<file path="config.mk">
export PLATFORM = sky130hd
export DESIGN_NAME = pipe_valid_beat
export DESIGN_NICKNAME = d
export VERILOG_FILES = /design/src/rtl/pipe_pkg.sv /design/src/rtl/pipe_valid_stage.sv /design/src/rtl/pipe_valid_beat.sv
export SDC_FILE = /design/constraint.sdc
export NUM_CORES = 1
export LEC_CHECK = 0
export ABC_AREA = 1
export BUFFER_PORTS_ARGS = -buffer_cell sky130_fd_sc_hd__buf_4
export CORE_MARGIN = 2
export CORE_UTILIZATION = 37
export CTS_CLUSTER_DIAMETER = 200
export DETAILED_ROUTE_END_ITERATION = 12
export PLACE_DENSITY = 0.78
export SYNTH_ARGS = -nofsm -noshare
export SYNTH_HDL_FRONTEND = slang
export SYNTH_SLANG_ARGS = --single-unit
</file>
<file path="constraint.sdc">
create_clock -name sys_clk -period 0.9 [get_ports sys_clk]
set_input_delay 0.09 -clock sys_clk [delete_from_list [all_inputs] [get_ports sys_clk]]
set_output_delay 0.09 -clock sys_clk [all_outputs]
set_load 0.01 [all_outputs]
</file>
<file path="src/rtl/pipe_pkg.sv">
// Shared constants and helpers for the valid-beat and ready-beat pipes.
package pipe_pkg;

  localparam int unsigned PIPE_DATA_W = 3;
  localparam int unsigned PIPE_STAGES = 2;
  localparam int unsigned STAGES_MAX  = 8;
  localparam int unsigned OCC_W       = 4;

  function automatic logic [OCC_W-1:0] popcount(input logic [STAGES_MAX-1:0] v);
    logic [OCC_W-1:0] n;
    n = '0;
    for (int i = 0; i < int'(STAGES_MAX); i++) begin
      n = n + OCC_W'(v[i]);
    end
    return n;
  endfunction

endpackage

</file>
<file path="src/rtl/pipe_valid_stage.sv">
// One forward register slice: registered valid/data with a combinational ready
// that lets the slice refill whenever it is empty or its beat is leaving.
module pipe_valid_stage
  import pipe_pkg::*;
#(
  parameter int unsigned DATA_W = PIPE_DATA_W
) (
  input  logic              clk_i,
  input  logic              rst_ni,
  input  logic              in_valid_i,
  input  logic [DATA_W-1:0] in_data_i,
  input  logic              rdy_next_i,
  output logic              vld_o,
  output logic [DATA_W-1:0] dat_o,
  output logic              rdy_o
);

  logic              vld_q, vld_d;
  logic [DATA_W-1:0] dat_q, dat_d;

  assign rdy_o = !vld_q || rdy_next_i;

  always_comb begin
    vld_d = vld_q;
    dat_d = dat_q;
    if (rdy_o) begin
      vld_d = in_valid_i;
      // Empty slots keep stale data; the cleared valid masks it.
      if (in_valid_i) dat_d = in_data_i;
    end
  end

  always_ff @(posedge clk_i or negedge rst_ni) begin
    if (!rst_ni) begin
      vld_q <= 1'b0;
      dat_q <= '0;
    end else begin
      vld_q <= vld_d;
      dat_q <= dat_d;
    end
  end

  assign vld_o = vld_q;
  assign dat_o = dat_q;

endmodule

</file>
<file path="src/rtl/pipe_valid_beat.sv">
// Forward-registered valid/data pipe of STAGES bubble-collapsing slices.
// Optional statistics (occupancy, beat_cnt, stall_cnt) under `define PIPE_STAT_EN.
module pipe_valid_beat
  import pipe_pkg::*;
#(
  parameter int unsigned DATA_W = PIPE_DATA_W,
  parameter int unsigned STAGES = PIPE_STAGES,
  parameter int unsigned CNT_W  = 16
) (
  input  logic              sys_clk,
  input  logic              sys_rst_n,
  input  logic              valid_up,
  input  logic [DATA_W-1:0] data_up,
  output logic              ready_up,
  output logic              valid_down,
  output logic [DATA_W-1:0] data_down,
  input  logic              ready_down,
  output logic [OCC_W-1:0]  occupancy,
  output logic [CNT_W-1:0]  beat_cnt,
  output logic [CNT_W-1:0]  stall_cnt
);

  logic [STAGES-1:0] vld;
  logic [DATA_W-1:0] dat [STAGES];
  logic [STAGES:0]   rdy;

  assign rdy[STAGES] = ready_down;

  for (genvar k = 0; k < int'(STAGES); k++) begin : g_stage
    logic              in_vld;
    logic [DATA_W-1:0] in_dat;

    if (k == 0) begin : g_head
      assign in_vld = valid_up;
      assign in_dat = data_up;
    end else begin : g_body
      assign in_vld = vld[k-1];
      assign in_dat = dat[k-1];
    end

    pipe_valid_stage #(
      .DATA_W(DATA_W)
    ) u_stage (
      .clk_i     (sys_clk),
      .rst_ni    (sys_rst_n),
      .in_valid_i(in_vld),
      .in_data_i (in_dat),
      .rdy_next_i(rdy[k+1]),
      .vld_o     (vld[k]),
      .dat_o     (dat[k]),
      .rdy_o     (rdy[k])
    );
  end

  assign ready_up   = rdy[0];
  assign valid_down = vld[STAGES-1];
  assign data_down  = dat[STAGES-1];

`ifdef PIPE_STAT_EN
  logic [CNT_W-1:0] beat_cnt_q, beat_cnt_d;
  logic [CNT_W-1:0] stall_cnt_q, stall_cnt_d;

  always_comb begin
    beat_cnt_d  = beat_cnt_q;
    stall_cnt_d = stall_cnt_q;
    if (valid_down && ready_down)  beat_cnt_d  = beat_cnt_q + CNT_W'(1);
    if (valid_down && !ready_down) stall_cnt_d = stall_cnt_q + CNT_W'(1);
  end

  always_ff @(posedge sys_clk or negedge sys_rst_n) begin
    if (!sys_rst_n) begin
      beat_cnt_q  <= '0;
      stall_cnt_q <= '0;
    end else begin
      beat_cnt_q  <= beat_cnt_d;
      stall_cnt_q <= stall_cnt_d;
    end
  end

  assign occupancy = popcount(STAGES_MAX'(vld));
  assign beat_cnt  = beat_cnt_q;
  assign stall_cnt = stall_cnt_q;
`else
  assign occupancy = '0;
  assign beat_cnt  = {CNT_W{1'b0}};
  assign stall_cnt = {CNT_W{1'b0}};
`endif

endmodule

</file>
==> results.py <==
metrics = {
    "outcome": {
        "outcome": "finished with violations",
        "failed_checks": "negative setup slack",
    },
    "critical_path": {
        "worstPathRequired_ns": 0.81,
        "timing_worst_setup_path_type": "flop to output pin",
        "r2r_setup_slack_ns": -0.05,
        "worstSetupStartpointType": "flop",
        "path_max_fanout": 3,
        "arrival_ns": 0.90,
        "crit_path_end_kind": "output pin",
    },
    "detailed_routing": {
        "drc_errors": 0,
        "drt_first_pass_iters": 2,
        "drt_wl_total_um": 854,
        "initialDrtViolationCount": 4,
        "wl_per_cell_um": 8.291,
        "post_drt_via_cell_ratio": 3.641,
        "drtAntennaViolNets": 0,
        "num_vias": 375,
    },
    "sta": {
        "finalSetupViolations": 6,
        "finalWorstSetupSlack_ns": -0.08728,
        "timing.fmax_mhz": 1013,
        "layout_worst_path_cycle_share": 1.097,
        "clock_skew_ns": 0.006568,
        "max_slew_violation_count": 0,
        "layout_min_cycle_time_ns": 0.9873,
        "rsz0062_at_grt": "yes",
        "hold_ws_ns": 0.07394,
        "finalHoldViolations": 0,
    },
    "grt": {
        "maximum_number_of_pins_on_one_net_before_global_route_repair": 9,
        "groute.usage.overall": 0.09099,
        "vias_in_the_first_global_route": 261,
        "groute.layer.met2.usage": 0.1147,
        "global_route.usage.met1": 0.1091,
        "grt_overflow": 0,
        "grt_most_used_layer": "met2",
        "global_route_wire_length_before_repair_um": 1159,
        "grtUsageMet3": 0.06667,
        "grt_antenna_before_repair": 0,
    },
    "synth": {
        "post_synth_instance_area_um2": 584.3,
        "synth_seq_cells": 8,
        "syn_area_per_cell_um2": 8.347,
        "synthDistinctLibCells": 8,
        "synth_warnings": 0,
        "ys_seq_area_frac": 0.3426,
        "synthesis.instances": 70,
    },
    "clock_network": {
        "clk_pin_slew_ns": 0.06,
        "htreeDepth": 1,
        "numCtsBuffers": 3,
        "latest_clock_arrival_within_the_worst_skew_pair_ns": 0.26,
        "ctsRootBufferMaster": "sky130_fd_sc_hd__clkbuf_4",
        "clock_path_buffers": 2,
        "cts_tree": "yes",
        "clock_sink_count": 8,
    },
    "worst_hold_path": {
        "worstHoldPathType": "input port to flop",
    },
    "floorplanning": {
        "die_width_um": 43.74,
        "num_rows": 14,
        "dieArea_mm2": 0.001913,
        "design.core.area_mm2": 0.001489,
        "initial_utilization": 0.3924,
        "dieHeight_um": 43.74,
        "io_pins": 48,
    },
    "layout": {
        "fill_cells": 168,
        "nets": 96,
        "layout_commonest_cell": "sky130_fd_sc_hd__conb_1",
        "layout.cells.non_filler": 103,
        "num_antenna_cells": 0,
        "post-route-util": 0.4185,
        "post_route_cells_drive_above_1_share": 0.2414,
        "areaGrowthSynthToFinish_pct": 6.638,
        "most-common-layout-cells": "sky130_fd_sc_hd__conb_1, sky130_fd_sc_hd__nand2_1, sky130_fd_sc_hd__buf_4",
    },
    "power": {
        "p_leak_nw": 0.3777,
        "pwr_density_cell_mw_per_mm2": 1818,
        "power.ir.vdd_worst_mv": 0.7981,
    },
    "place": {
        "place.detailed.hpwl_um": 631.4,
        "gp_routability_congestion": 0.6820,
        "quantity_of_i_o_buffers_inserted_on_ports": 11,
        "post-place-cells": 96,
    },
    "run": {
        "drv.max_cap_violation_count": 0,
    },
}
[synthesized netlist by cell type]
cell type,n,area (µm²)
sky130_fd_sc_hd__buf_4,36,270.3
sky130_fd_sc_hd__conb_1,1,3.750
sky130_fd_sc_hd__dfrtp_1,8,200.2
sky130_fd_sc_hd__inv_1,1,3.750
sky130_fd_sc_hd__nand2_1,16,60.06
sky130_fd_sc_hd__nand2_2,1,6.260
sky130_fd_sc_hd__nand3_1,6,30.03
sky130_fd_sc_hd__nand3_2,1,10.01
[through the flow]
| step | cell area, µm² | TNS [ns] | total power [mW] | setup slack, ns |
|---|---|---|---|---|
| 2_1_floorplan | 715.7 | 0 | 0.7760 | 0.03127 |
| 3_3_place_gp | 548.0 | 0 | 0.7853 | 0.04407 |
| 3_5_place_dp | 548.0 | 0 | 0.7964 | 0.01252 |
| 4_1_cts | 600.6 | -0.3108 | 1.114 | -0.09521 |
| 5_1_grt | 623.1 | -0.7263 | 1.215 | -0.1267 |
| 6_report | 623.1 | -0.2346 | 1.133 | -0.08728 |
[per-layer routing]
metal / part of all wire / up-vias
met3: 0.14 / 2
met1: 0.38 / 165
met5: 0 / -
met2: 0.47 / 31
li1: - / 177
met4: 0.012 / 0
[repair_timing]
item / CTS / global route
buffers inserted: 1 / 2
pin swaps: 1 / 0
setup endpoints to repair: 2 / 11
hold buffers: 1 / 0
resized for setup: 3 / 2
endpoints found under the hold margin: 8 / 0
[final timing paths]
kind / to / from / depth (start not counted)
max in group asynchronous: g_stage[0].u_stage.vld_o / sys_rst_n / 2
min in group asynchronous: g_stage[1].u_stage.dat_o[2] / sys_rst_n / 2
max reg2reg: g_stage[0].u_stage.dat_o[1] / g_stage[1].u_stage.vld_o / 5
min reg2reg: g_stage[1].u_stage.dat_o[2] / g_stage[1].u_stage.dat_o[2] / 2
max: ready_up / g_stage[1].u_stage.vld_o / 2
min: g_stage[0].u_stage.dat_o[2] / data_up[2] / 3
[registers in the layout, summed over array words and instances (netlist names)]
register and count:
g_stage.u_stage.dat_o 6, g_stage.u_stage.vld_o 2
[kinds of logic (layout without fill, tap and decap cells)]
logic type	after synthesis	after routing	synth area share
buffers and inverters	37	19	0.4689
and+or+nand+nor	24	24	0.1820
DFF	8	8	0.3426
other	1	36	0.006418
[report_power, final]
part	internal, mW	switching (mW)	leakage [nW]
Clock	0.153	0.129	0.0138
Combinational	0.158	0.205	0.267
Sequential	0.436	0.0522	0.0965
[final cells by class]
cell class / instances / area, µm² / share of cell area
sequential: 8 / 201.4 / 0.3233
multi-input combinational: 60 / 256.5 / 0.4116
inverter: 1 / 3.754 / 0.006024
clock buffer: 3 / 22.52 / 0.03614
tap: 16 / 20.02 / 0.03213
timing repair buffer: 15 / 118.9 / 0.1908
[worst max-delay path, stage by stage, from the launching register on]
cell,delay [ns]
sky130_fd_sc_hd__dfrtp_1,0.40
sky130_fd_sc_hd__nand3_4,0.10
sky130_fd_sc_hd__buf_6,0.13
No activity file was read; power rests on OpenSTA's default activity.
